===== src/rtl/enemy_pkg.sv =====
// enemy_pkg: state encoding and player hitbox shared by enemy objects
package enemy_pkg;
  typedef enum logic [1:0] {WALK_L, WALK_R, SQUASH, DEAD} state_t;
  localparam int CHAR_W = 12;
  localparam int CHAR_H = 12;
endpackage


===== src/rtl/enemy_patrol_tick_gen.sv =====
// tick_gen: free-running divider emitting a one-cycle tick every DIV cycles
module tick_gen #(
  parameter int DIV = 2_000_000
) (
  input  logic sys_clk,
  input  logic RST,
  output logic tick
);
  localparam int CW = $clog2(DIV);
  logic [CW-1:0] r_cnt;
  assign tick = r_cnt == CW'(DIV - 1);
  always_ff @(posedge sys_clk)
    r_cnt <= (RST || tick) ? '0 : r_cnt + CW'(1);
endmodule


===== src/rtl/enemy_patrol.sv =====
// enemy_patrol: patrolling enemy with stomp kill, squash phase, despawn and respawn
module enemy_patrol
  import enemy_pkg::*;
#(
  parameter int X_INIT       = 112,
  parameter int Y_INIT       = 366,
  parameter int PATROL_LEN   = 100,
  parameter int STEP         = 1,
  parameter int TICK_DIV     = 2_000_000,
  parameter int EN_W         = 12,
  parameter int EN_H         = 12,
  parameter int STOMP_BAND   = 4,
  parameter int SQUASH_TICKS = 5
) (
  input  logic       sys_clk,
  input  logic       RST,
  input  logic [9:0] char_X,
  input  logic [9:0] char_Y,
  input  logic       char_falling,
  input  logic [9:0] bg_pos,
  input  logic       respawn,
  output logic [9:0] enemy_x,
  output logic [9:0] enemy_y,
  output logic       death,
  output logic       stomp,
  output logic       squashed,
  output logic       en
);
  localparam int LW = $clog2(PATROL_LEN + 1);
  localparam int SW = $clog2(SQUASH_TICKS + 1);
  localparam logic [LW-1:0] LEG_MAX = LW'(PATROL_LEN - 1);
  localparam logic [SW-1:0] SQ_MAX  = SW'(SQUASH_TICKS - 1);

  if (X_INIT < PATROL_LEN * STEP || PATROL_LEN < 1 || STEP < 1 || STEP > 15 || TICK_DIV < 2 || SQUASH_TICKS < 1)
    begin : g_bad_params
      $error("enemy_patrol: illegal parameter combination");
    end

  state_t        r_state;
  logic [9:0]    r_world_x;
  logic [LW-1:0] r_leg_cnt;
  logic [SW-1:0] r_squash_cnt;
  logic          r_death;
  logic          r_stomp;
  logic          w_tick;
  logic          w_restart;
  logic          w_walking;
  logic          w_overlap;
  logic          w_stomp;
  logic [10:0]   w_px;
  logic [10:0]   w_py;
  logic [10:0]   w_ex;
  logic [10:0]   w_ey;

  assign w_px = {1'b0, char_X};
  assign w_py = {1'b0, char_Y};
  assign w_ex = {1'b0, r_world_x};
  assign w_ey = 11'(Y_INIT);
  // 11-bit compares so boxes near 1023 never wrap into false overlaps
  assign w_overlap = (w_px < w_ex + 11'(EN_W)) && (w_ex < w_px + 11'(CHAR_W)) &&
                     (w_py < w_ey + 11'(EN_H)) && (w_ey < w_py + 11'(CHAR_H));
  assign w_stomp   = w_overlap && char_falling && (w_py + 11'(CHAR_H) <= w_ey + 11'(STOMP_BAND));
  assign w_walking = r_state == WALK_L || r_state == WALK_R;
  assign w_restart = RST || (r_state == DEAD && respawn);

  tick_gen #(.DIV(TICK_DIV)) u_tick (
    .sys_clk (sys_clk),
    .RST     (w_restart),
    .tick    (w_tick)
  );

  always_ff @(posedge sys_clk) begin
    if (w_restart) begin
      r_state      <= WALK_L;
      r_world_x    <= 10'(X_INIT);
      r_leg_cnt    <= '0;
      r_squash_cnt <= '0;
      r_death      <= 1'b0;
      r_stomp      <= 1'b0;
    end else begin
      r_stomp <= w_walking && w_stomp;
      r_death <= w_walking && w_overlap && !w_stomp;
      case (r_state)
        WALK_L, WALK_R: begin
          if (w_stomp) begin
            r_state      <= SQUASH;
            r_squash_cnt <= '0;
          end else if (w_tick) begin
            r_world_x <= r_state == WALK_L ? r_world_x - 10'(STEP) : r_world_x + 10'(STEP);
            r_leg_cnt <= r_leg_cnt == LEG_MAX ? '0 : r_leg_cnt + LW'(1);
            if (r_leg_cnt == LEG_MAX) r_state <= r_state == WALK_L ? WALK_R : WALK_L;
          end
        end
        SQUASH: begin
          if (w_tick && r_squash_cnt == SQ_MAX) r_state <= DEAD;
          else if (w_tick) r_squash_cnt <= r_squash_cnt + SW'(1);
        end
        default: ;
      endcase
    end
  end

  assign enemy_x  = r_world_x - bg_pos;
  assign enemy_y  = 10'(Y_INIT);
  assign death    = r_death;
  assign stomp    = r_stomp;
  assign squashed = r_state == SQUASH;
  assign en       = r_state != DEAD;
endmodule


===== config.mk =====
export PLATFORM = sky130hd
export DESIGN_NAME = enemy_patrol
export DESIGN_NICKNAME = d
export VERILOG_FILES = /design/src/rtl/enemy_pkg.sv /design/src/rtl/enemy_patrol_tick_gen.sv /design/src/rtl/enemy_patrol.sv
export SDC_FILE = /design/constraint.sdc
export NUM_CORES = 1
export LEC_CHECK = 0
export ABC_CLOCK_PERIOD_IN_PS = 4100
export CAP_MARGIN = 20
export CORE_MARGIN = 4
export CORE_UTILIZATION = 55
export CTS_BUF_LIST = sky130_fd_sc_hd__clkbuf_8
export DETAILED_ROUTE_END_ITERATION = 6
export GPL_TIMING_DRIVEN = 0
export PLACE_DENSITY = 0.89
export SLEW_MARGIN = 20
export SYNTH_ARGS = -nofsm -noshare
export SYNTH_HDL_FRONTEND = slang
export SYNTH_SLANG_ARGS = --single-unit

===== constraint.sdc =====
create_clock -name sys_clk -period 4.1 [get_ports sys_clk]
set_clock_uncertainty 0.15 [all_clocks]
set_input_delay 0.82 -clock sys_clk [delete_from_list [all_inputs] [get_ports sys_clk]]
set_output_delay 0.82 -clock sys_clk [all_outputs]
set_load 0.005 [all_outputs]

==> results by group, run 1 <==
Run status
  – Status: complete, no violations

Global routing
  – First-pass GRT wire length: 16100 um
  – Vias in the first global route: 3562
  – GRT overflow: 0
  – Initial antenna violation count: 0
  – Total GRT Usage: 22.5%
  – Largest net degree at the start of global routing: 15

STA
  – Worst slew margin: 47.8%
  – Period Utilization, post-route: 97.2%
  – Max Slew Vio Count: 0
  – Fin Setup TNS: 0 ns
  – Min Hold Slack: 0.330 ns
  – Fmax: 251 MHz
  – Worst-Margin Slew: 0.780 ns
  – Final min period: 3.99 ns
  – Final WS setup: 0.113 ns
  – Fin. Hold Viols: 0
  – Setup violators final: 0

Detailed routing
  – Via count: 3697
  – Iteration count of the initial detailed-routing pass: 4
  – Routed Antenna Nets: 0
  – Routed met3 length: 566 um
  – DR top layer: met4
  – Remaining DRCs: 0
  – Vias per cell: 5.69
  – Met1 WL: 4160 um
  – Met2 wire length: 4410 um
  – Final wirelength: 9250 um
  – Drt wl/cell: 14.2 um
  – Iter 0 DRT Violations: 81

Clocking
  – Max clock buf depth: 2
  – Clk_lat worst skew: 0.30 ns
  – CTS HTree Levels: 2
  – CTS root buf: clkbuf_8
  – CTS tree: yes
  – CTS Hold Buffers Added: 0
  – Number of buffers created by CTS: 5
  – Clock slew at reported path FFs: 0.08 ns
  – Clock sink count: 45

Logic synthesis
  – Post-synth EDFFs: 0
  – Synthesized flop and latch total: 45
  – Mapped Area: 3850 um^2
  – Avg Inst Size Synth: 7.86 um^2
  – Ys flop type: dfxtp_1
  – Synth unique cells: 62
  – Ys Warns: 0
  – Synth async-reset ratio: 0%
  – Synth Instances: 490
  – Seq/Total Area, Yosys: 23.4%

Floorplan
  – Initial Util: 56.7%
  – Die Width: 91.7 um
  – Rows: 30
  – Die height: 91.7 um
  – Ports: 58
  – Core ar.: 6790 um^2
  – DIE AREA: 8410 um^2

Placement
  – Setup slack at placement: -0.776 ns
  – Placed cells: 638
  – DPL Wire Length: 7050 um
  – I/O Buffers: 44
  – Placed cell area: 4440 um^2
  – Gpl congestion: 0.866

Cells and area
  – Number of nets in the layout: 632
  – Layout Cells excl Fill: 650
  – N_diodes: 0
  – Area growth syn-to-layout: 20.5%
  – Share of layout cells above drive strength 1: 9.75%
  – Fin util: 68.3%
  – Post-route cell area: 4640 um^2

Power
  – Clock Power Share: 29.5%
  – Pint: 0.657 mW
  – Switching power: 0.251 mW
  – Seq pwr share: 48.7%
  – Maximum VDD drop: 0.171 mV
  – Sw Ratio: 27.7%
  – Static leakage: 1.87 nW
  – Pwr Density: 196 nW/um^2
  – Combinational fraction of design power: 21.8%
  – Overall Power: 0.908 mW

Run
  – Max-Cap Viols: 0

Worst setup path
  – Worst-path fanout max: 3
  – Arrival time worst endpoint: 3.02 ns
  – CP Data Required Time: 3.13 ns
  – Crit end category: primary output
  – Kind of critical path: input port to primary output
  – Critical Path Start Type: input port

Worst hold path
  – Hold Crit Class: register to register
worst max-delay path, stage by stage:
cell	delay [ns]
clkdlybuf4s50_1	0.46
inv_1	0.04
ha_1	0.32
nor2b_1	0.14
o21ai_1	0.20
a21boi_2	0.10
o21ai_1	0.12
nand2b_1	0.09
a21o_1	0.20
a21oi_2	0.16
xnor2_1	0.13
dlygate4sd2_1	0.25
synthesized netlist by cell type (all sizes together) (3+ instances only):
| library cell | instances | area [um^2] |
|---|---|---|
| nor2b | 11 | 68.8 |
| o21ai | 27 | 135 |
| mux2i | 7 | 70.1 |
| and3 | 8 | 50.1 |
| a211oi | 6 | 50.1 |
| xor2 | 22 | 193 |
| or2 | 3 | 18.8 |
| nor3b | 3 | 22.5 |
| nor3 | 17 | 85.1 |
| o31ai | 3 | 27.5 |
| inv | 34 | 128 |
| or3 | 6 | 37.5 |
| nand2b | 5 | 31.3 |
| nor2 | 57 | 214 |
| nand3b | 3 | 22.5 |
| xnor2 | 20 | 175 |
| o221ai | 3 | 26.3 |
| nand2 | 31 | 116 |
| a211o | 3 | 35.0 |
| buf | 17 | 115 |
| a21boi | 6 | 45.0 |
| clkbuf | 7 | 26.3 |
| a21oi | 18 | 90.1 |
| ha | 43 | 538 |
| a21o | 5 | 37.5 |
| nand4 | 3 | 18.8 |
| o2111ai | 4 | 35.0 |
| nand3 | 25 | 125 |
| a2111oi | 6 | 52.6 |
| nor4 | 5 | 37.5 |
| dfxtp | 45 | 901 |
| o21a | 3 | 22.5 |
| or4 | 3 | 22.5 |
metal layers:
layer  global-route usage (%)  vias up
met5                        0        -
met4                     5.40        0
met3                     3.53       10
met2                     38.5       96
met1                     29.7     1734
li1                         -     1857
kinds of logic after synthesis:
group           synth area share (%)
compound gates                  18.4
fa+ha+maj                       15.0
flops                           23.4
other cells                    0.195
xor+xnor                        9.55
mux                             1.82
buf+inv                         6.99
simple gates                    24.7
cell usage in the layout (no fill, tap or decap), drive strengths merged, types with 4 or more instances in the layout:
cell type,Yosys,layout
nand2b,5,5
o21ai,27,27
dlygate4sd2,0,5
clkdlybuf4s50,0,31
or3,6,6
dlymetal6s2s,0,4
nor4,5,5
a21o,5,5
ha,43,43
xor2,22,22
clkbuf,7,15
and3,8,8
inv,34,35
a211oi,6,6
a21boi,6,6
nand3,25,25
xnor2,20,20
nor2,57,57
dfxtp,45,45
nor2b,11,11
nor3,17,17
o2111ai,4,4
mux2i,7,7
buf,17,21
a21oi,18,18
conb,2,10
nand2,31,31
a2111oi,6,6
flip-flops by register name (all words and copies together) (netlist names):
signal and count:
death 1, r_leg_cnt 7, r_squash_cnt 3, r_state 2, r_world_x 10, stomp 1, u_tick.r_cnt 21
power by group through the flow:
stage | registers (mW) | clock network, mW | logic [mW]
finish | 0.442 | 0.268 | 0.198
global route | 0.443 | 0.293 | 0.221
CTS | 0.442 | 0.272 | 0.191
detailed placement | 0.452 | 0 | 0.187
global placement | 0.452 | 0 | 0.181
floorplan | 0.452 | 0 | 0.108
timing repair:
action / CTS / global route
cloned: 0 / 0
pin swaps: 9 / 5
setup buffers: 4 / 0
resized for setup: 32 / 18
setup endpoints to repair: 22 / 19
cell type report:
| class | count | area [um^2] |
|---|---|---|
| clock buffers | 5 | 68.8 |
| multi-input cells | 395 | 2790 |
| inverters | 34 | 128 |
| well taps | 96 | 120 |
| fillers | 525 | 2150 |
| flip-flops and latches | 45 | 901 |
| plain buffers | 24 | 154 |
| clock inverters | 3 | 18.8 |
| repair buffers | 48 | 460 |
worst paths after layout:
check,cells after the start,slack [ns],startpoint,end
worst min-delay path,2,0.33,r_leg_cnt[5]$_SDFFE_PP0P_,r_leg_cnt[5]$_SDFFE_PP0P_
worst max-delay path,12,0.11,bg_pos[2],enemy_x[8]
worst max register to register,13,0.27,r_world_x[2]$_SDFFE_PP0P_,r_leg_cnt[6]$_SDFFE_PP0P_
worst min register to register,2,0.33,r_leg_cnt[5]$_SDFFE_PP0P_,r_leg_cnt[5]$_SDFFE_PP0P_
No activity file was read; power rests on OpenSTA's default activity.
==> run 2, diff against run 1 <==
--- a/config.mk
+++ b/config.mk
@@ -5,7 +5,7 @@
 export SDC_FILE = /design/constraint.sdc
 export NUM_CORES = 1
 export LEC_CHECK = 0
-export ABC_CLOCK_PERIOD_IN_PS = 4100
+export ABC_CLOCK_PERIOD_IN_PS = 5150
 export CAP_MARGIN = 20
 export CORE_MARGIN = 4
 export CORE_UTILIZATION = 55
==> constraint.sdc (replaced) <==
create_clock -name sys_clk -period 5.15 [get_ports sys_clk]
set_clock_uncertainty 0.15 [all_clocks]
set_input_delay 1.03 -clock sys_clk [delete_from_list [all_inputs] [get_ports sys_clk]]
set_output_delay 1.03 -clock sys_clk [all_outputs]
set_load 0.005 [all_outputs]
==> results by group, run 2 (same netlist as run 1, synthesis figures left out) <==
Run status
  – Status: complete, no violations

Floorplan
  – Die Width: 91.7 um (unchanged)
  – Die height: 91.7 um (unchanged)
  – DIE AREA: 8410 um^2 (unchanged)
  – Core ar.: 6790 um^2 (unchanged)
  – Ports: 58 (unchanged)
  – Rows: 30 (unchanged)
  – Initial Util: 56.7% (unchanged)

Clocking
  – Number of buffers created by CTS: 5 (unchanged)
  – CTS HTree Levels: 2 (unchanged)
  – CTS tree: yes
  – Clock slew at reported path FFs: 0.08 ns (about the same)
  – CTS root buf: clkbuf_8
  – Clk_lat worst skew: 0.30 ns (about the same)
  – CTS Hold Buffers Added: 0 (unchanged)
  – Max clock buf depth: 2 (unchanged)
  – Clock sink count: 45 (unchanged)

Placement
  – DPL Wire Length: 7050 um (unchanged)
  – Setup slack at placement: -0.146 ns (+0.630 ns)
  – Gpl congestion: 0.866 (unchanged)
  – I/O Buffers: 44 (unchanged)
  – Placed cell area: 4440 um^2 (unchanged)

Worst hold path
  – Hold Crit Class: register to register
  – Hold Crit Start: r_leg_cnt[5]$_SDFFE_PP0P_
  – Hold-critical path depth: 2 (unchanged)
  – Hold-critical path endpoint: r_leg_cnt[5]$_SDFFE_PP0P_

Worst setup path
  – Kind of critical path: input port to primary output
  – CP Data Required Time: 3.97 ns (+0.84 ns)
  – CP max stage delay: 0.51 ns (+0.05 ns)
  – Crit end category: primary output
  – Arrival time worst endpoint: 3.66 ns (+0.64 ns)
  – Crit path cell chain: clkdlybuf4s50_1 -> inv_1 -> ha_1 -> nor2b_1 -> o21ai_1 -> a21boi_0 -> o21ai_1 -> a21boi_0 -> o21ai_1 -> nand2_1 -> xor2_1 -> clkdlybuf4s50_1
  – Cell count of the worst reg-to-reg path: 13 (unchanged)
  – Critical Path Start Type: input port
  – Crit-path slowest cell: clkdlybuf4s50_1
  – Reg2reg start: r_world_x[2]$_SDFFE_PP0P_
  – R2R Setup Slk: 0.92 ns (+0.65 ns)
  – FF-to-FF End: r_leg_cnt[6]$_SDFFE_PP0P_
  – Worst-path fanout max: 2 (-1)
  – CP dominant cell by count: o21ai_1

STA
  – Max Slew Vio Count: 0 (unchanged)
  – Worst-Margin Slew: 0.761 ns (-0.0193 ns)
  – Period Utilization, post-route: 93.9%
  – Fin Setup TNS: 0 ns (unchanged)
  – Setup violators final: 0 (unchanged)
  – Final min period: 4.84 ns
  – Fmax: 207 MHz
  – Worst slew margin: 49.0% (+1.3 points)
  – Fin. Hold Viols: 0 (unchanged)
  – RSZ-0062 raised after global routing: no
  – Final WS setup: 0.315 ns (+0.202 ns)

Global routing
  – First-pass GRT wire length: 15700 um (-2.0%)
  – Largest net degree at the start of global routing: 15 (unchanged)
  – Initial antenna violation count: 0 (unchanged)
  – Total GRT Usage: 22.1% (-0.44 points)
  – Vias in the first global route: 3515 (-1.3%)
  – GRT overflow: 0 (unchanged)

Detailed routing
  – Final wirelength: 9080 um (-1.9%)
  – Remaining DRCs: 0 (unchanged)
  – Via count: 3707 (+0.27%)
  – Iter 0 DRT Violations: 107 (+32%)
  – Drt wl/cell: 14.0 um (-1.4%)
  – Iteration count of the initial detailed-routing pass: 5 (+1)
  – Vias per cell: 5.73 (+0.74%)
  – Routed Antenna Nets: 0 (unchanged)

Run
  – Max-Cap Viols: 0 (unchanged)

Cells and area
  – N_diodes: 0 (unchanged)
  – Max reg flops: 21 (unchanged)
  – Biggest register: u_tick.r_cnt
  – Fin util: 66.8% (-1.5 points)
  – Post-route cell area: 4540 um^2 (-2.2%)
  – Most frequent cells in the layout: 57 x nor2_1, 45 x dfxtp_1, 43 x ha_1, 43 x clkdlybuf4s50_1, 35 x inv_1
  – Area growth syn-to-layout: 17.9%
  – Commonest non-fill, non-tap cell in the layout: nor2_1
  – Regs by FF count: u_tick.r_cnt (21), r_world_x (10), r_leg_cnt (7)
  – Share of layout cells above drive strength 1: 6.35% (-3.4 points)
  – Number of nets in the layout: 629 (-0.47%)

Power
  – Maximum VDD drop: 0.136 mV (-21%)
  – Overall Power: 0.716 mW (-21%)
  – Static leakage: 1.80 nW (-3.6%)
  – Pwr Density: 158 nW/um^2 (-19%)
## run 2: changes by cell type in the layout (fill, tap and decap cells not counted), sizes merged
cell	before	now
clkdlybuf4s50	31	43
dlymetal6s2s	4	1
buf	21	18
clkdlybuf4s15	1	0
clkbuf	15	12
dlygate4sd2	5	0
## run 2: power by group
group	leakage, nW	switching [mW]	total, mW	internal (mW)
clock network	0.0416	0.119	0.213	0.0936
logic	1.39	0.0734	0.152	0.0783
registers	0.363	0.00207	0.352	0.350
total	1.80	0.194	0.716	0.522
## run 2: critical path, delay by kind of cell
kind                     cells  cell delay, ns
adder cells (fa/ha/maj)      1            0.26
XOR/XNOR                     1            0.14
AO/OA/AOI/OAI                5            0.88
AND/OR/NAND/NOR              2            0.24
buffers and inverters        3            1.08
## run 2: per-layer routing
layer | track usage [%] | up-vias | part of all wire [%]
met3 | 3.53 | 14 | 6.2
met4 | 5.40 | 0 | 1.4
met5 | 0 | - | 0
li1 | - | 1850 | -
met2 | 37.1 | 106 | 47
met1 | 29.5 | 1737 | 45
## run 2: worst max path at each step
stage          slack, ns  depth (start not counted)      start                         to
2_1_floorplan       1.14                         14  char_X[2]  r_leg_cnt[5]$_SDFFE_PP0P_
3_3_place_gp       0.009                         12  bg_pos[1]                 enemy_x[9]
6_report            0.31                         12  bg_pos[1]                 enemy_x[7]
4_1_cts             0.07                         12  bg_pos[1]                 enemy_x[9]
3_5_place_dp       -0.15                         12  bg_pos[1]                 enemy_x[9]
5_1_grt             0.08                         15  char_X[2]  r_leg_cnt[6]$_SDFFE_PP0P_
## run 2: repair_timing
| item | 4_1_cts | 5_1_grt |
|---|---|---|
| endpoints found under the setup margin | 1 | 1 |
| pin swaps | 0 | 2 |
| setup buffers | 0 | 1 |
| gates resized for setup | 3 | 2 |
## run 2: final cells by class
class,instances,area (um^2)
tap,96,120
sequential,45,901
timing repair buffer,45,450
inverter,34,128
multi-input combinational,395,2710
buffer,24,141
fill,555,2250
clock buffer,5,68.8
clock inverter,3,18.8
## run 2: stage by stage
stage,hold slack (ns),cells
2_1_floorplan,0.280,498
3_3_place_gp,0.291,638
3_5_place_dp,0.324,638
4_1_cts,0.335,646
5_1_grt,0.361,647
6_report,0.330,647
==> run 3, diff against run 2 <==
--- a/config.mk
+++ b/config.mk
@@ -9,9 +9,9 @@
 export CAP_MARGIN = 20
 export CORE_MARGIN = 4
 export CORE_UTILIZATION = 55
-export CTS_BUF_LIST = sky130_fd_sc_hd__clkbuf_8
 export DETAILED_ROUTE_END_ITERATION = 6
 export GPL_TIMING_DRIVEN = 0
+export HOLD_SLACK_MARGIN = 0.08
 export PLACE_DENSITY = 0.89
 export SLEW_MARGIN = 20
 export SYNTH_ARGS = -nofsm -noshare
==> results by group, run 3 (same netlist as run 1, synthesis figures left out) <==
STA
  – Setup violators final: 0 (unchanged)
  – Period Utilization, post-route: 94.0% (+0.16 points)
  – Fin Setup TNS: 0 ns (unchanged)
  – Fin. Hold Viols: 0 (unchanged)
  – Final WS setup: 0.307 ns (-0.00817 ns)
  – RSZ-0062 raised after global routing: no
  – Final min period: 4.84 ns (+0.00817 ns)
  – Worst slew margin: 49.0% (about the same)
  – Max Slew Vio Count: 0 (unchanged)
  – Fmax: 206 MHz (-0.17%)
  – Worst-Margin Slew: 0.761 ns (+0.000102 ns)

Worst setup path
  – Crit path cell chain: clkdlybuf4s50_1 -> inv_1 -> ha_1 -> nor2b_1 -> and2_1 -> xnor2_1 -> ha_1 -> o21a_1 -> o21ai_0 -> o21bai_1 -> a211o_1 -> nor3_1 -> a211o_1 -> o21ai_0 -> a21oi_1
  – R2R Setup Slk: 0.91 ns (about the same)
  – Crit-path slowest cell: nor3_1
  – FF-to-FF End: r_leg_cnt[6]$_SDFFE_PP0P_
  – CP Data Required Time: 5.22 ns (+1.25 ns)
  – Worst-path fanout max: 9 (+7)
  – Largest delay contributor family on the critical path: compound AO/OA/AOI/OAI gates
  – Critical Path Start Type: input port
  – Arrival time worst endpoint: 4.91 ns (+1.25 ns)
  – Crit end category: register
  – Kind of critical path: input port to register
  – Cell count of the worst reg-to-reg path: 13 (unchanged)
  – Crit path buffers/inverters: 2 (-1)
  – CP max stage delay: 0.62 ns (+0.11 ns)
  – Crit path launch: char_X[2]
  – Reg2reg start: r_world_x[2]$_SDFFE_PP0P_

Detailed routing
  – Vias per cell: 5.71 (-0.30%)
  – Via count: 3696 (-0.30%)
  – Drt wl/cell: 14.1 um (+0.18%)
  – Remaining DRCs: 0 (unchanged)
  – Routed Antenna Nets: 0 (unchanged)
  – Final wirelength: 9090 um (+0.18%)
  – Iter 0 DRT Violations: 97 (-9.3%)
  – Iteration count of the initial detailed-routing pass: 5 (unchanged)

Power
  – Pwr Density: 158 nW/um^2 (+0.43%)
  – Static leakage: 1.80 nW (-0.23%)
  – Overall Power: 0.719 mW (+0.43%)
  – Maximum VDD drop: 0.140 mV (+2.8%)

Worst hold path
  – Hold Crit Start: r_leg_cnt[5]$_SDFFE_PP0P_
  – Hold Crit Class: register to register
  – Hold-critical path endpoint: r_leg_cnt[5]$_SDFFE_PP0P_
  – Hold-critical path depth: 2 (unchanged)

Clocking
  – Clk_lat worst skew: 0.30 ns (about the same)
  – CTS root buf: clkbuf_8
  – Number of buffers created by CTS: 5 (unchanged)
  – CTS HTree Levels: 2 (unchanged)
  – Max clock buf depth: 2 (unchanged)
  – CTS Hold Buffers Added: 0 (unchanged)
  – Clock slew at reported path FFs: 0.08 ns (about the same)
  – CTS tree: yes
  – Clock sink count: 45 (unchanged)

Floorplan
  – Rows: 30 (unchanged)
  – DIE AREA: 8410 um^2 (unchanged)
  – Die Width: 91.7 um (unchanged)
  – Core ar.: 6790 um^2 (unchanged)
  – Die height: 91.7 um (unchanged)
  – Ports: 58 (unchanged)
  – Initial Util: 56.7% (unchanged)

Global routing
  – First-pass GRT wire length: 15800 um (+0.27%)
  – Largest net degree at the start of global routing: 15 (unchanged)
  – Total GRT Usage: 22.1% (+0.035 points)
  – Initial antenna violation count: 0 (unchanged)
  – Vias in the first global route: 3513 (-0.057%)
  – GRT overflow: 0 (unchanged)

Cells and area
  – FILL cells: 555 (unchanged)
  – Biggest register: u_tick.r_cnt
  – Commonest non-fill, non-tap cell in the layout: nor2_1
  – Number of nets in the layout: 629 (unchanged)
  – N_diodes: 0 (unchanged)
  – Regs by FF count: u_tick.r_cnt (21), r_world_x (10), r_leg_cnt (7)
  – Most frequent cells in the layout: 57 x nor2_1, 45 x dfxtp_1, 43 x ha_1, 43 x clkdlybuf4s50_1, 34 x inv_1
  – Max reg flops: 21 (unchanged)
  – Area growth syn-to-layout: 17.9% (unchanged)
  – Fin util: 66.8% (unchanged)
  – Share of layout cells above drive strength 1: 6.35% (unchanged)

Placement
  – Gpl congestion: 0.866 (unchanged)
  – DPL Wire Length: 7050 um (unchanged)
  – I/O Buffers: 44 (unchanged)
  – Setup slack at placement: -0.146 ns (unchanged)

Run status
  – Status: complete, no violations

Run
  – Max-Cap Viols: 0 (unchanged)
run 3: cell count changes in the layout (fill, tap and decap cells not counted):
cell	change
clkbuf_1	+1
inv_1	-1
run 3: timing repair:
| action | 4_1_cts | 5_1_grt |
|---|---|---|
| setup buffers | 0 | 1 |
| pin swaps | 0 | 2 |
| resized for setup | 3 | 2 |
| setup endpoints to repair | 1 | 1 |
run 3: tightest hold or removal path, cell delays in order (launching register included):
cell     delay [ns]
dfxtp_1        0.32
o31ai_1        0.06
a21oi_1        0.05
run 3: power breakdown:
group          total [mW]  internal (mW)  switching [mW]
Clock               0.216         0.0956           0.120
Combinational       0.152         0.0782          0.0733
Sequential          0.352          0.350         0.00208
run 3: worst max-delay path by stage:
stage                                     end  slack, ns  cells past startpoint
global placement                   enemy_x[9]      0.009                     12
CTS                                enemy_x[9]       0.07                     12
floorplan           r_leg_cnt[5]$_SDFFE_PP0P_       1.14                     14
detailed placement                 enemy_x[9]      -0.15                     12
finish              r_leg_cnt[6]$_SDFFE_PP0P_       0.31                     15
global route        r_leg_cnt[6]$_SDFFE_PP0P_       0.08                     15
run 3: per-stage QoR:
stage | hold slack, ns | std cells | area, um^2
6_report | 0.331 | 647 | 4540
5_1_grt | 0.361 | 647 | 4540
4_1_cts | 0.335 | 646 | 4530
3_5_place_dp | 0.324 | 638 | 4440
3_3_place_gp | 0.291 | 638 | 4440
2_1_floorplan | 0.280 | 498 | 3880
run 3: layout make-up:
type	instances	area, um^2	share of cell area [%]
tap	96	120	2.65
buffer	24	141	3.11
clock buffer	6	72.6	1.60
clock inverter	2	15.0	0.331
multi-input combinational	395	2710	59.7
inverter	34	128	2.81
sequential	45	901	19.8
timing repair buffer	45	450	9.92
run 3: routing by layer:
| metal | up-vias | wire length [um] | global-route usage (%) |
|---|---|---|---|
| li1 | 1848 | - | - |
| met2 | 99 | 4260 | 37.1 |
| met3 | 17 | 503 | 3.53 |
| met4 | 0 | 134 | 5.40 |
| met5 | - | 0 | 0 |
| met1 | 1732 | 4190 | 29.6 |
